**config.mk**
```make
export PLATFORM = sky130hd
export DESIGN_NAME = alu_seq_flat
export DESIGN_NICKNAME = d
export VERILOG_FILES = /design/src/rtl/alu_seq_if.sv /design/src/rtl/alu_seq.sv /design/src/flat_wrapper.sv
export SDC_FILE = /design/constraint.sdc
export NUM_CORES = 1
export LEC_CHECK = 0
export ABC_AREA = 1
export BUFFER_PORTS_ARGS = -buffer_cell sky130_fd_sc_hd__buf_2
export CAP_MARGIN = 20
export CORE_ASPECT_RATIO = 2
export CORE_MARGIN = 2
export CORE_UTILIZATION = 48
export DETAILED_ROUTE_END_ITERATION = 6
export MAX_ROUTING_LAYER = met4
export PLACE_DENSITY = 0.67
export RECOVER_POWER = 100
export REMOVE_ABC_BUFFERS = 1
export SLEW_MARGIN = 20
export SYNTH_ARGS = -nofsm -noshare
export SYNTH_HDL_FRONTEND = slang
export SYNTH_SLANG_ARGS = --single-unit
```
**constraint.sdc**
```tcl
create_clock -name clk -period 3.45 [get_ports clk]
set_clock_uncertainty 0.15 [all_clocks]
set_input_delay 0.345 -clock clk [delete_from_list [all_inputs] [get_ports clk]]
set_output_delay 0.345 -clock clk [all_outputs]
set_load 0.05 [all_outputs]
```
**src/rtl/alu_seq_if.sv**
```systemverilog
`default_nettype none
// ============================================================================
//  Module   : alu_seq_if
//  Purpose  : Request/response bundle for the sequential ALU. It carries the
//             request handshake with its operands, the response handshake with
//             the registered result and flags, and the busy indicator.
//  Ports    : master - request producer / result consumer (drives in_valid,
//                      A, B, ALUop, out_ready)
//             slave  - the ALU (drives in_ready, out_valid, Result, Overflow,
//                      CarryOut, Zero, busy)
//  Revision : 1.0 - initial release
// ============================================================================
interface alu_seq_if #(
  parameter int DATA_WIDTH = 32
);
  logic                  in_valid;
  logic                  in_ready;
  logic [DATA_WIDTH-1:0] A;
  logic [DATA_WIDTH-1:0] B;
  logic [3:0]            ALUop;
  logic                  out_valid;
  logic                  out_ready;
  logic [DATA_WIDTH-1:0] Result;
  logic                  Overflow;
  logic                  CarryOut;
  logic                  Zero;
  logic                  busy;

  modport master (
    output in_valid, A, B, ALUop, out_ready,
    input  in_ready, out_valid, Result, Overflow, CarryOut, Zero, busy
  );

  modport slave (
    input  in_valid, A, B, ALUop, out_ready,
    output in_ready, out_valid, Result, Overflow, CarryOut, Zero, busy
  );
endinterface
`default_nettype wire

```
**src/rtl/alu_seq.sv**
```systemverilog
`default_nettype none
// ============================================================================
//  Module   : alu_seq
//  Purpose  : Handshaked ALU. One operation at a time is accepted over a
//             valid/ready request; result and flags are registered and offered
//             over a valid/ready response. Single-cycle ops have latency 1 and
//             can stream at one per cycle. MUL is an iterative shift-add unit.
//  Ports    : clk    - clock, rising edge
//             resetn - asynchronous active-low reset
//             bus    - alu_seq_if.slave (in_valid/in_ready, A, B, ALUop,
//                      out_valid/out_ready, Result, Overflow, CarryOut, Zero,
//                      busy)
//  Config   : ALU_MUL_EN - when defined, opcode 1000 (MUL) and the BUSY state,
//             accumulator and counter are built. When undefined, 1000 behaves
//             as an unlisted opcode and busy is tied low.
//  Revision : 1.0 - initial release
// ============================================================================
module alu_seq #(
  parameter int DATA_WIDTH = 32
) (
  input  logic       clk,
  input  logic       resetn,
  alu_seq_if.slave   bus
);

  localparam int SHW = $clog2(DATA_WIDTH);
  localparam int MSB = DATA_WIDTH - 1;

  localparam logic [3:0] OP_AND  = 4'b0000;
  localparam logic [3:0] OP_OR   = 4'b0001;
  localparam logic [3:0] OP_ADD  = 4'b0010;
  localparam logic [3:0] OP_XOR  = 4'b0011;
  localparam logic [3:0] OP_NOR  = 4'b0100;
  localparam logic [3:0] OP_SLTU = 4'b0101;
  localparam logic [3:0] OP_SUB  = 4'b0110;
  localparam logic [3:0] OP_SLT  = 4'b0111;
  localparam logic [3:0] OP_SLL  = 4'b1001;
  localparam logic [3:0] OP_SRL  = 4'b1010;
  localparam logic [3:0] OP_SRA  = 4'b1011;

  typedef enum logic [1:0] {
    IDLE = 2'd0,
    BUSY = 2'd1,
    DONE = 2'd2
  } state_t;

  state_t state;
  state_t state_nxt;

  logic accept;
  logic is_mul_op;
  logic mul_finish;

  logic [DATA_WIDTH-1:0] result_q;
  logic                  overflow_q;
  logic                  carry_q;
  logic                  zero_q;

  // --------------------------------------------------------------------------
  // Handshake
  // --------------------------------------------------------------------------
  assign bus.in_ready  = (state == IDLE) | ((state == DONE) & bus.out_ready);
  assign bus.out_valid = (state == DONE);
  assign accept        = bus.in_valid & bus.in_ready;

  // --------------------------------------------------------------------------
  // Single-cycle datapath (operands taken straight from the bus; the result
  // is only captured on the accept edge, so later operand changes are moot)
  // --------------------------------------------------------------------------
  logic [DATA_WIDTH:0]   sum_ext;
  logic [DATA_WIDTH:0]   diff_ext;
  logic                  add_ovf;
  logic                  sub_ovf;
  logic                  borrow;
  logic [SHW-1:0]        shamt;
  logic [DATA_WIDTH-1:0] alu_res;
  logic                  alu_ovf;
  logic                  alu_cout;

  assign sum_ext  = {1'b0, bus.A} + {1'b0, bus.B};
  assign diff_ext = {1'b0, bus.A} + {1'b0, ~bus.B} + {{DATA_WIDTH{1'b0}}, 1'b1};
  assign add_ovf  = (bus.A[MSB] == bus.B[MSB]) & (sum_ext[MSB] != bus.A[MSB]);
  assign sub_ovf  = (bus.A[MSB] != bus.B[MSB]) & (diff_ext[MSB] != bus.A[MSB]);
  assign borrow   = ~diff_ext[DATA_WIDTH];
  assign shamt    = bus.B[SHW-1:0];

  always_comb begin
    alu_res  = '0;
    alu_ovf  = 1'b0;
    alu_cout = 1'b0;
    case (bus.ALUop)
      OP_AND:  alu_res = bus.A & bus.B;
      OP_OR:   alu_res = bus.A | bus.B;
      OP_XOR:  alu_res = bus.A ^ bus.B;
      OP_NOR:  alu_res = ~(bus.A | bus.B);
      OP_ADD: begin
        alu_res  = sum_ext[MSB:0];
        alu_cout = sum_ext[DATA_WIDTH];
        alu_ovf  = add_ovf;
      end
      OP_SUB: begin
        alu_res  = diff_ext[MSB:0];
        alu_cout = borrow;
        alu_ovf  = sub_ovf;
      end
      OP_SLT: begin
        // Sign of the difference corrected by overflow gives signed A < B.
        alu_res  = {{(DATA_WIDTH-1){1'b0}}, diff_ext[MSB] ^ sub_ovf};
        alu_cout = borrow;
        alu_ovf  = sub_ovf;
      end
      OP_SLTU: begin
        alu_res  = {{(DATA_WIDTH-1){1'b0}}, borrow};
        alu_cout = borrow;
      end
      OP_SLL:  alu_res = bus.A << shamt;
      OP_SRL:  alu_res = bus.A >> shamt;
      OP_SRA:  alu_res = $unsigned($signed(bus.A) >>> shamt);
      default: alu_res = '0;
    endcase
  end

  // --------------------------------------------------------------------------
  // Iterative shift-add multiplier
  // --------------------------------------------------------------------------
`ifdef ALU_MUL_EN
  localparam int               CW         = SHW + 1;
  localparam logic [3:0]       OP_MUL     = 4'b1000;
  localparam logic [CW-1:0]    COUNT_LAST = CW'(DATA_WIDTH);

  logic [2*DATA_WIDTH-1:0] mcand_q;
  logic [DATA_WIDTH-1:0]   mplier_q;
  logic [2*DATA_WIDTH-1:0] acc_q;
  logic [CW-1:0]           count_q;
  logic                    count_done;

  assign is_mul_op  = (bus.ALUop == OP_MUL);
  assign count_done = (count_q == COUNT_LAST);
  // The BUSY state spends DATA_WIDTH cycles iterating and one more cycle
  // writing the product out; busy reflects the iterating part only.
  assign mul_finish = (state == BUSY) & count_done;
  assign bus.busy   = (state == BUSY) & ~count_done;

  always_ff @(posedge clk or negedge resetn) begin
    if (!resetn) begin
      mcand_q  <= '0;
      mplier_q <= '0;
      acc_q    <= '0;
      count_q  <= '0;
    end else if (accept && is_mul_op) begin
      mcand_q  <= {{DATA_WIDTH{1'b0}}, bus.A};
      mplier_q <= bus.B;
      acc_q    <= '0;
      count_q  <= '0;
    end else if ((state == BUSY) && !count_done) begin
      if (mplier_q[0]) begin
        acc_q <= acc_q + mcand_q;
      end
      mcand_q  <= mcand_q << 1;
      mplier_q <= mplier_q >> 1;
      count_q  <= count_q + 1'b1;
    end
  end
`else
  assign is_mul_op  = 1'b0;
  assign mul_finish = 1'b0;
  assign bus.busy   = 1'b0;
`endif

  // --------------------------------------------------------------------------
  // Control FSM
  // --------------------------------------------------------------------------
  always_ff @(posedge clk or negedge resetn) begin
    if (!resetn) begin
      state <= IDLE;
    end else begin
      state <= state_nxt;
    end
  end

  always_comb begin
    state_nxt = state;
    case (state)
      IDLE: begin
        if (accept) begin
          state_nxt = is_mul_op ? BUSY : DONE;
        end
      end
      BUSY: begin
        if (mul_finish) begin
          state_nxt = DONE;
        end
      end
      DONE: begin
        if (accept) begin
          state_nxt = is_mul_op ? BUSY : DONE;
        end else if (bus.out_ready) begin
          state_nxt = IDLE;
        end
      end
      default: state_nxt = IDLE;
    endcase
  end

  // --------------------------------------------------------------------------
  // Result / flag registers (hold whenever nothing new is written)
  // --------------------------------------------------------------------------
  always_ff @(posedge clk or negedge resetn) begin
    if (!resetn) begin
      result_q   <= '0;
      overflow_q <= 1'b0;
      carry_q    <= 1'b0;
      zero_q     <= 1'b1;
    end else if (accept && !is_mul_op) begin
      result_q   <= alu_res;
      overflow_q <= alu_ovf;
      carry_q    <= alu_cout;
      zero_q     <= (alu_res == '0);
    end
`ifdef ALU_MUL_EN
    else if (mul_finish) begin
      result_q   <= acc_q[DATA_WIDTH-1:0];
      overflow_q <= |acc_q[2*DATA_WIDTH-1:DATA_WIDTH];
      carry_q    <= 1'b0;
      zero_q     <= (acc_q[DATA_WIDTH-1:0] == '0);
    end
`endif
  end

  assign bus.Result   = result_q;
  assign bus.Overflow = overflow_q;
  assign bus.CarryOut = carry_q;
  assign bus.Zero     = zero_q;

endmodule
`default_nettype wire

```
**src/flat_wrapper.sv**
```systemverilog
// flat-port wrapper written by rule: the top's interface ports become plain ports
module alu_seq_flat 
#(
  parameter int DATA_WIDTH = 32
)
  (clk, resetn, bus_in_valid, bus_A, bus_B, bus_ALUop, bus_out_ready, bus_in_ready, bus_out_valid, bus_Result, bus_Overflow, bus_CarryOut, bus_Zero, bus_busy);
  alu_seq_if #(.DATA_WIDTH(DATA_WIDTH)) bus_i ();
  input  logic clk;
  input  logic resetn;
  input wire logic [$bits(bus_i.in_valid)-1:0] bus_in_valid;
  input wire logic [$bits(bus_i.A)-1:0] bus_A;
  input wire logic [$bits(bus_i.B)-1:0] bus_B;
  input wire logic [$bits(bus_i.ALUop)-1:0] bus_ALUop;
  input wire logic [$bits(bus_i.out_ready)-1:0] bus_out_ready;
  output wire logic [$bits(bus_i.in_ready)-1:0] bus_in_ready;
  output wire logic [$bits(bus_i.out_valid)-1:0] bus_out_valid;
  output wire logic [$bits(bus_i.Result)-1:0] bus_Result;
  output wire logic [$bits(bus_i.Overflow)-1:0] bus_Overflow;
  output wire logic [$bits(bus_i.CarryOut)-1:0] bus_CarryOut;
  output wire logic [$bits(bus_i.Zero)-1:0] bus_Zero;
  output wire logic [$bits(bus_i.busy)-1:0] bus_busy;
  assign bus_i.in_valid = bus_in_valid;
  assign bus_i.A = bus_A;
  assign bus_i.B = bus_B;
  assign bus_i.ALUop = bus_ALUop;
  assign bus_i.out_ready = bus_out_ready;
  assign bus_in_ready = bus_i.in_ready;
  assign bus_out_valid = bus_i.out_valid;
  assign bus_Result = bus_i.Result;
  assign bus_Overflow = bus_i.Overflow;
  assign bus_CarryOut = bus_i.CarryOut;
  assign bus_Zero = bus_i.Zero;
  assign bus_busy = bus_i.busy;
  alu_seq #(.DATA_WIDTH(DATA_WIDTH)) u_core (.clk(clk), .resetn(resetn), .bus(bus_i));
endmodule
```
======== Yosys cells after proc, flatten, opt, wreduce, memory -nomap -nowiden ========
Cells that the tools add are included.
word-level totals
  bits in registers ....................... 37
  bits of input ports ..................... 72
  output and inout bits ................... 38
  logic and storage cells ................. 55
operators by class
  $add $sub $neg .......................... 3
  equal/unequal tests ..................... 18
  shift-type cells ........................ 3
  muxes and demuxes ....................... 7
  bitwise logic cells ..................... 13
  reductions and logical operators ........ 6
operator list
  kind                                                    count
  case mux 32 bit (11 select lines)                       1
  adder 32 x 32 -> 33 bit                                 2
  NOT 32 bit                                              2
  adder 33 x 1 -> 33 bit (second input constant)          1
  AND 32 bit                                              1
  logical NOT 32 bit                                      1
  OR 32 bit                                               1
  << shifter 32 x 5 -> 32 bit                             1
  >> shifter 32 x 5 -> 32 bit                             1
  >>> shifter 32 x 5 -> 32 bit                            1
  XOR 32 bit                                              1
  == test 4 x 3 -> 1 bit (second input constant)          4
  == test 4 bit (second input constant)                   3
  == test 4 x 2 -> 1 bit (second input constant)          2
  two-way mux 2 bit                                       3
  case mux 2 bit (3 select lines)                         1
  AND 1 bit                                               4
  == test 4 x 1 -> 1 bit (second input constant)          1
  logical NOT 4 bit                                       1
  case mux 1 bit (2 select lines)                         2
  inequality test 1 bit                                   3
  inequality test 3 x 2 -> 1 bit (second input constant)  1
  AND reduction 3 bit                                     1
  OR reduction 3 bit                                      1
  other kinds (9)                                         10

======== Longest topological paths before layout ========
Gate-level depths: netlist of the first run.
  depth after elaboration ................. 8
  depth in mapped cells ................... 31
  gate-level depth less buffers ........... 27

======== Worst setup path before layout of the first run ========
Ideal clock, no wire load.
  kind .................................... input to register
  start point ............................. input port bus_B[4]
  end point ............................... register u_core.zero_q, in the netlist u_core.bus.Zero
  library setup time ...................... 0.061 ns
  data arrival time ....................... 3.748 ns
  required time ........................... 3.239 ns
  setup slack ............................. -0.509 ns
  stages on the path ...................... 29
  path buffers ............................ 4
  cell sequence ........................... buf_2 -> inv_1 -> buf_2 -> buf_1 -> ha_1 -> buf_4 -> nor2_1 -> nand3_1 -> nand3_2 -> nand2_1 -> nand3_1 -> nand2_1 -> nand2_1 -> a21oi_1 -> o21ai_0 -> fa_1 -> nand2_1 -> o211ai_1 -> nor2_1 -> nand3_1 -> nor2_1 -> nand2_1 -> nor2_1 -> nand2_1 -> nor2_1 -> nand2_1 -> nor2_1 -> nand2_1 -> nand2_1
between the ends
  longest elaborated chain between the ends .. 8
  elaborated cells between the ends (all ways) .. 17
  classes of those cells .................. add/sub: 3; eq/ne: 1; shift: 3; mux: 1; bitwise: 8; reduce/logical: 1
RTL lines
  item                                   RTL line            source
  start: declaration                     flat_wrapper.sv:12  input wire logic [$bits(bus_i.B)-1:0] bus_B;
  NOT 32 bit                             alu_seq.sv:81       assign diff_ext = {1'b0, bus.A} + {1'b0, ~bus.B} + {{DATA_WIDTH{1'b0}}, 1'b1};
  adder 32 x 32 -> 33 bit                alu_seq.sv:81
  adder 33 x 1 -> 33 bit                 alu_seq.sv:81
  inequality test 1 bit                  alu_seq.sv:83       assign sub_ovf = (bus.A[MSB] != bus.B[MSB]) & (diff_ext[MSB] != bus.A[MSB]);
  AND 1 bit                              alu_seq.sv:83
  XOR 1 bit                              alu_seq.sv:108      alu_res = {{(DATA_WIDTH-1){1'b0}}, diff_ext[MSB] ^ sub_ovf};
  case mux 32 bit (11 select lines) (*)  alu_seq.sv:91       case (bus.ALUop)
  logical NOT 32 bit (*)                 alu_seq.sv:218      zero_q <= (alu_res == '0);
  end signal: assignment                 alu_seq.sv:218
  end: declaration                       alu_seq.sv:57       logic zero_q;
Every way passes the cells marked *; elsewhere a longest branch is shown, timed or not.
A chain may end at the register's enable or synchronous reset.

======== Worst setup path in the final report of the first run ========
  start point ............................. input port bus_B[2]
  end point ............................... register u_core.zero_q, in the netlist u_core.bus.Zero
The elaborated chain is that of the path after synthesis.

==> metrics.csv, run 1 <==
metric,value,unit
status,"finished, violations left",
failed_checks,"capacitance limit, slew limit, setup timing",
numClockSinks,36,
r2r_end,u_core.bus.Result[8],
r2r-start,u_core.state[1],
number_of_distinct_library_cell_variants_in_the_gate_level_netlist_after_synthesis,45,
setup_total_negative_slack,-0.1236,ns
arrival_time_of_the_worst_setup_path,3.65,ns
finalMaxSlewViolations,37,
ys_top_cells_by_area,"sky130_fd_sc_hd__nand2_1 25%, sky130_fd_sc_hd__nand3_1 21%, sky130_fd_sc_hd__ha_1 11%, sky130_fd_sc_hd__inv_1 8.6%, sky130_fd_sc_hd__dfrtp_1 7.5%",
final_hold_viol_count,0,
synth-edff-count,0,
area_delta_synth_final,25.94,%
postCtsHoldBufs,0,
drive_above_1_share,0.1808,
clkLatencyLatePin,0.28,ns
synth_ff_type,sky130_fd_sc_hd__dfrtp_1,
cts_max_level,2,
drt-initial-drc-count,2598,
grt_start_max_net_pins,71,
finalCritPeriodShare,1.036,
totalWireLength,67900,um
grtUsageTotal,0.5265,
netlist_top_cells_count,"789 x sky130_fd_sc_hd__nand2_1, 499 x sky130_fd_sc_hd__nand3_1, 270 x sky130_fd_sc_hd__inv_1",
detail_route_antenna_nets,0,
placement.cell_area,0.01408,mm2
holdCritPathClass,in2reg,
grt_first_pass_wirelength,98150,um
placementRows,81,
area_of_the_core_region,0.02422,mm2
critPathCaptureType,flip-flop,
timing_worst_setup_path_type,in2reg,
cell_type_of_the_slowest_stage_on_the_worst_timing_path,sky130_fd_sc_hd__buf_6,
nets,2777,
final.min_clock_period,3.574,ns
holdPathEnd,u_core.state[1],
routed-via-count,17640,
place.port_buffers,108,
count_of_final_setup_violators,1,
finalCoreUtilization,0.6100,
p_per_area,247.0,mW/mm2
tritoncts_buffers,5,
clockBufferDepth,2,
ys_seq_area_frac,0.07689,
dp_cells,2862,
place_hpwl,54500,um
timing.reg2reg.worst_path_depth,6,
timing.critical_path.fanout_max,36,
worst-slew-pin-transition,1.944,ns
cts_root_buffer,sky130_fd_sc_hd__clkbuf_16,
grt_setup_unrepaired,yes,
antenna_violations_before_repair,0,
vdd_ir_drop_max,229.1,uV
synth_area,0.01173,mm2
synth_top_area_frac,0.2524,
final.hold.worst_slack,0.2514,ns
layout.cells.non_filler,2889,
syn_inst,2304,
grt_remaining_overflow,0,
achievable-frequency,279.8,MHz
die_w,114.6,um
async_flop_share,1.000,
final_critical_path_setup_slack,-0.1236,ns
detail_route.vias_per_cell,6.107,
layout.cell_area.non_filler,0.01478,mm2
p_leak,8.293,nW
gp_congestion,1.176,
design.die.area,0.02579,mm2
timing.critical_path.required,3.52,ns
preCtsSetupSlack,-0.5402,ns
critPathMostFrequentCell,sky130_fd_sc_hd__nand2_1,
wl_per_cell,23.50,um
timing.max_slew.rel_slack,-0.2959,
yosysWarningCount,0,
ios,110,
n_fill_cell,2478,
timing.critical_path.from_type,input pin,
synth_largest_area_cell,sky130_fd_sc_hd__nand2_1,
firstDrtPassIters,7,
path_clk_slew,0.06,ns
timing.max_cap.violations,1,
synth.most_common_cell,sky130_fd_sc_hd__nand2_1,
worst-r2r-setup-slack,1.52,ns
cpPeakStageDelay,0.34,ns
number_of_storage_elements_in_the_synthesis_netlist,36,
tritoncts,done,
fin_total_pwr,3.649,mW
initial_utilization,0.4844,
grt_pass1_vias,16600,
path_cells,buf_6 > buf_4 > buf_6 > ha_1 > inv_1 > nand3_1 > nand2_1 > nand2_1 > nand2_1 > nand3_1 > nand2_1 > nand3_1 > nand4_1 > nor2_1 > nand3_1 > nor2_1 > nand2_1 > nand2_1,
worstHoldPathCells,4,
drc_viols,0,
die_h,225.1,um
hold_start,bus_out_ready,
diodes,0,
avgSynthCellArea,5.092,um2
-- how the worst max path moves through the flow --
stage,end,slack (ns),from
after floorplan,u_core.bus.Zero,-0.68,bus_B[3]
after global placement,u_core.bus.Zero,-0.44,bus_B[3]
after detailed placement,u_core.bus.Zero,-0.54,bus_B[3]
after CTS,u_core.bus.Zero,-0.02,bus_B[3]
after global routing,u_core.bus.Zero,-0.12,bus_A[28]
final,u_core.bus.Zero,-0.12,bus_B[2]
-- critical path, delay by kind of cell --
kind                     cells  cell delay, ns
adder cells (fa/ha/maj)      1            0.24
buffers and inverters        4            0.85
AND/OR/NAND/NOR             13            2.18
-- metal layers --
metal / global-route usage / share of wire / vias up
met5: - / 0 / -
met4: 0.5370 / 0.14 / 0
met2: 0.8202 / 0.44 / 1368
met3: 0.08795 / 0.099 / 481
met1: 0.5373 / 0.31 / 7769
li1: - / - / 8025
-- cells in the final DEF (no fill, tap or decap), types with 5 or more instances in the layout --
cell type                   Yosys  final
sky130_fd_sc_hd__nor2_4         0      6
sky130_fd_sc_hd__nand3_1      499    496
sky130_fd_sc_hd__ha_1         104     87
sky130_fd_sc_hd__nand4_1       34     34
sky130_fd_sc_hd__ha_4           0     14
sky130_fd_sc_hd__a21oi_1       71     65
sky130_fd_sc_hd__o21ai_0       53     49
sky130_fd_sc_hd__nor2_1       209    193
sky130_fd_sc_hd__buf_4         10    277
sky130_fd_sc_hd__nor2_2         7     17
sky130_fd_sc_hd__buf_2         61     65
sky130_fd_sc_hd__dfrtp_1       35     35
sky130_fd_sc_hd__clkbuf_16      0      5
sky130_fd_sc_hd__nand2_1      789    772
sky130_fd_sc_hd__inv_1        270    255
sky130_fd_sc_hd__inv_2         11     25
sky130_fd_sc_hd__o21ai_1        7     10
sky130_fd_sc_hd__nand2_2        5     19
sky130_fd_sc_hd__o211ai_1       6      6
sky130_fd_sc_hd__nor3_1        21     20
sky130_fd_sc_hd__buf_6          5      7
sky130_fd_sc_hd__o22ai_1       10     10
sky130_fd_sc_hd__a31oi_1       10     10
sky130_fd_sc_hd__o21bai_1      14     11
sky130_fd_sc_hd__clkbuf_1      18     40
-- logic make-up after synthesis --
group,share of synthesized area
AOI/OAI and AO/OA,0.08830
xor gates and xnor gates,0.002986
adders and majority gates,0.1160
buffers and inverters,0.1372
DFF,0.07689
other,0.0003196
and+or+nand+nor,0.5782
-- registers in the layout, indices dropped and copies added, names as in the netlist --
signal / count
u_core.bus.CarryOut: 1
u_core.bus.Overflow: 1
u_core.bus.Result: 32
u_core.state: 1
u_core.bus.Zero: 1
-- what timing repair did --
action,CTS,global route
pin swaps,27,27
endpoints found under the setup margin,1,1
buffers inserted,7,12
gates resized for setup,64,50
-- layout make-up --
type	count	area, um2	area share
Multi-Input combinational cell	1881	9642	0.6526
Sequential cell	36	902.1	0.06106
Tap cell	290	362.8	0.02456
Clock buffer	5	125.1	0.008468
Clock inverter	3	18.77	0.001270
Timing Repair Buffer	391	2654	0.1796
Inverter	283	1071	0.07249
-- where the power goes --
group	total (mW)	leakage, nW	internal (mW)	switching [mW]
clock	0.448	0.0736	0.266	0.182
combinational	2.66	7.77	0.839	1.82
sequential	0.539	0.451	0.492	0.0472
total	3.65	8.29	1.60	2.05
(Power assumes the default switching activity.)
==> inputs of run 2 (changes only) <==
--- a/config.mk
+++ b/config.mk
@@ -6,7 +6,7 @@
 export NUM_CORES = 1
 export LEC_CHECK = 0
 export ABC_AREA = 1
-export BUFFER_PORTS_ARGS = -buffer_cell sky130_fd_sc_hd__buf_2
+export BUFFER_PORTS_ARGS = -buffer_cell sky130_fd_sc_hd__buf_4
 export CAP_MARGIN = 20
 export CORE_ASPECT_RATIO = 2
 export CORE_MARGIN = 2
==> metrics.csv, run 2 (synthesis results as in run 1) <==
metric,value,unit
layout.cell_area.non_filler,0.01472,mm2
drt-initial-drc-count,2358,
numClockSinks,36,
initial_utilization,0.4844,
worst-r2r-setup-slack,1.34,ns
r2r-start,u_core.state[1],
timing.critical_path.required,3.52,ns
worstHoldPathCells,4,
firstDrtPassIters,7,
diodes,0,
holdPathEnd,u_core.state[1],
routed-via-count,17490,
drc_viols,3,
detail_route.vias_per_cell,6.100,
status,"finished, violations left",
design.die.area,0.02579,mm2
totalWireLength,67140,um
final.min_clock_period,3.500,ns
fin_total_pwr,3.639,mW
detail_route_antenna_nets,0,
finalMaxSlewViolations,37,
path_clk_slew,0.06,ns
mostFrequentLayoutCells,"777 x sky130_fd_sc_hd__nand2_1, 496 x sky130_fd_sc_hd__nand3_1, 323 x sky130_fd_sc_hd__buf_4",
finalCritPeriodShare,1.015,
worst-slew-pin-transition,1.952,ns
timing.reg2reg.worst_path_depth,7,
nets,2755,
cts_max_level,2,
grt_remaining_overflow,0,
holdCritPathClass,in2reg,
grt_pass1_vias,16330,
preCtsSetupSlack,-0.6463,ns
clockBufferDepth,2,
die_w,114.6,um
p_leak,8.259,nW
timing.max_slew.rel_slack,-0.3015,
die_h,225.1,um
timing.critical_path.fanout_max,3,
tritoncts,done,
r2r_end,u_core.bus.Result[14],
grt_setup_unrepaired,yes,
ios,110,
timing.critical_path.from_type,input pin,
placementRows,81,
timing_worst_setup_path_type,in2reg,
tritoncts_buffers,5,
grtUsageTotal,0.5213,
arrival_time_of_the_worst_setup_path,3.57,ns
vdd_ir_drop_max,216.2,uV
gp_congestion,1.157,
p_per_area,247.2,mW/mm2
failed_checks,"DRC, capacitance limit, slew limit, setup timing",
count_of_final_setup_violators,1,
largest_register_ff_count,32,
place_hpwl,54160,um
final_common_cell,sky130_fd_sc_hd__nand2_1,
clkLatencyLatePin,0.28,ns
final_critical_path_setup_slack,-0.05037,ns
achievable-frequency,285.7,MHz
area_delta_synth_final,25.49,%
cts_root_buffer,sky130_fd_sc_hd__clkbuf_16,
critPathCaptureType,flip-flop,
grt_first_pass_wirelength,96960,um
setup_total_negative_slack,-0.05037,ns
area_of_the_core_region,0.02422,mm2
wl_per_cell,23.42,um
drive_above_1_share,0.1669,
placement.cell_area,0.01423,mm2
grt_start_max_net_pins,73,
place.port_buffers,108,
hold_start,bus_out_ready,
timing.max_cap.violations,1,
final_hold_viol_count,0,
antenna_violations_before_repair,0,
==> run 2: cell count changes in the layout (fill, tap and decap cells not counted), moves of 5 or more <==
cell and delta:
sky130_fd_sc_hd__nand2_1 +5, sky130_fd_sc_hd__nand2_2 -5, sky130_fd_sc_hd__buf_2 -65, sky130_fd_sc_hd__buf_4 +46
sky130_fd_sc_hd__inv_1 +11, sky130_fd_sc_hd__inv_2 -11
==> run 2: how the worst max path moves through the flow <==
stage                          from         endpoint  slack [ns]  depth (start not counted)
after detailed placement   bus_B[3]  u_core.bus.Zero       -0.65                         26
after global routing      bus_B[23]  u_core.bus.Zero       -0.13                         25
final                      bus_B[3]  u_core.bus.Zero       -0.05                         28
after CTS                  bus_B[3]  u_core.bus.Zero       -0.08                         28
after global placement     bus_B[3]  u_core.bus.Zero       -0.43                         26
after floorplan            bus_B[3]  u_core.bus.Zero       -0.68                         25
==> run 2: cell type report <==
class                           count  area (um2)
Tap cell                          290       362.8
Inverter                          283        1071
Clock buffer                        7       142.6
Multi-Input combinational cell   1881        9580
Sequential cell                    36       902.1
Fill cell                        2500        9499
Timing Repair Buffer              369        2656
Clock inverter                      1       7.507
==> run 2: per-layer routing <==
metal	routed length, um	track usage	part of all wire
met1	21230	0.5400	0.32
met2	29870	0.8099	0.44
met3	6680	0.09360	0.099
met4	9360	0.5075	0.14
met5	0	-	0
==> run 2: where the power goes <==
part | internal (mW) | switching [mW] | leakage [nW] | total, mW
Clock | 0.288 | 0.177 | 0.0701 | 0.465
Sequential | 0.492 | 0.0474 | 0.451 | 0.539
Combinational | 0.830 | 1.80 | 7.74 | 2.63
==> run 2: worst max-delay path, stage by stage <==
cell	delay, ns
sky130_fd_sc_hd__buf_8	0.08
sky130_fd_sc_hd__clkinvlp_4	0.21
sky130_fd_sc_hd__buf_6	0.20
sky130_fd_sc_hd__ha_4	0.15
sky130_fd_sc_hd__nand2_2	0.05
sky130_fd_sc_hd__nand2_2	0.06
sky130_fd_sc_hd__inv_2	0.07
sky130_fd_sc_hd__nand3_4	0.10
sky130_fd_sc_hd__nand2_4	0.09
sky130_fd_sc_hd__nand3_4	0.10
sky130_fd_sc_hd__nand2_4	0.12
sky130_fd_sc_hd__nand2_4	0.06
sky130_fd_sc_hd__a21oi_4	0.14
sky130_fd_sc_hd__o21ai_2	0.07
sky130_fd_sc_hd__fa_1	0.47
sky130_fd_sc_hd__nand2_1	0.10
sky130_fd_sc_hd__o211ai_1	0.10
sky130_fd_sc_hd__nor2_1	0.12
sky130_fd_sc_hd__nand3_1	0.10
sky130_fd_sc_hd__nor2_2	0.12
sky130_fd_sc_hd__nand2_1	0.07
sky130_fd_sc_hd__nor2_1	0.13
sky130_fd_sc_hd__nand2_1	0.07
sky130_fd_sc_hd__nor2_1	0.12
sky130_fd_sc_hd__nand2_1	0.08
sky130_fd_sc_hd__nor2_1	0.10
sky130_fd_sc_hd__nand2_1	0.06
sky130_fd_sc_hd__nand2_1	0.06
==> run 2: metrics by stage <==
step	cells	util	hold slack, ns
after floorplan	2200	-	-0.1006
after global placement	2846	0.5875	0.1704
after detailed placement	2846	0.5875	0.1738
after CTS	2862	0.6052	0.2052
after global routing	2867	0.6078	0.2310
final	2867	0.6078	0.2041
==> run 2: timing repair <==
item | in CTS | in global routing
endpoints found under the hold margin | 35 | 0
hold buffers | 1 | 0
pin swaps | 21 | 21
setup buffers | 7 | 5
gates resized for setup | 46 | 39
setup endpoints to repair | 2 | 1
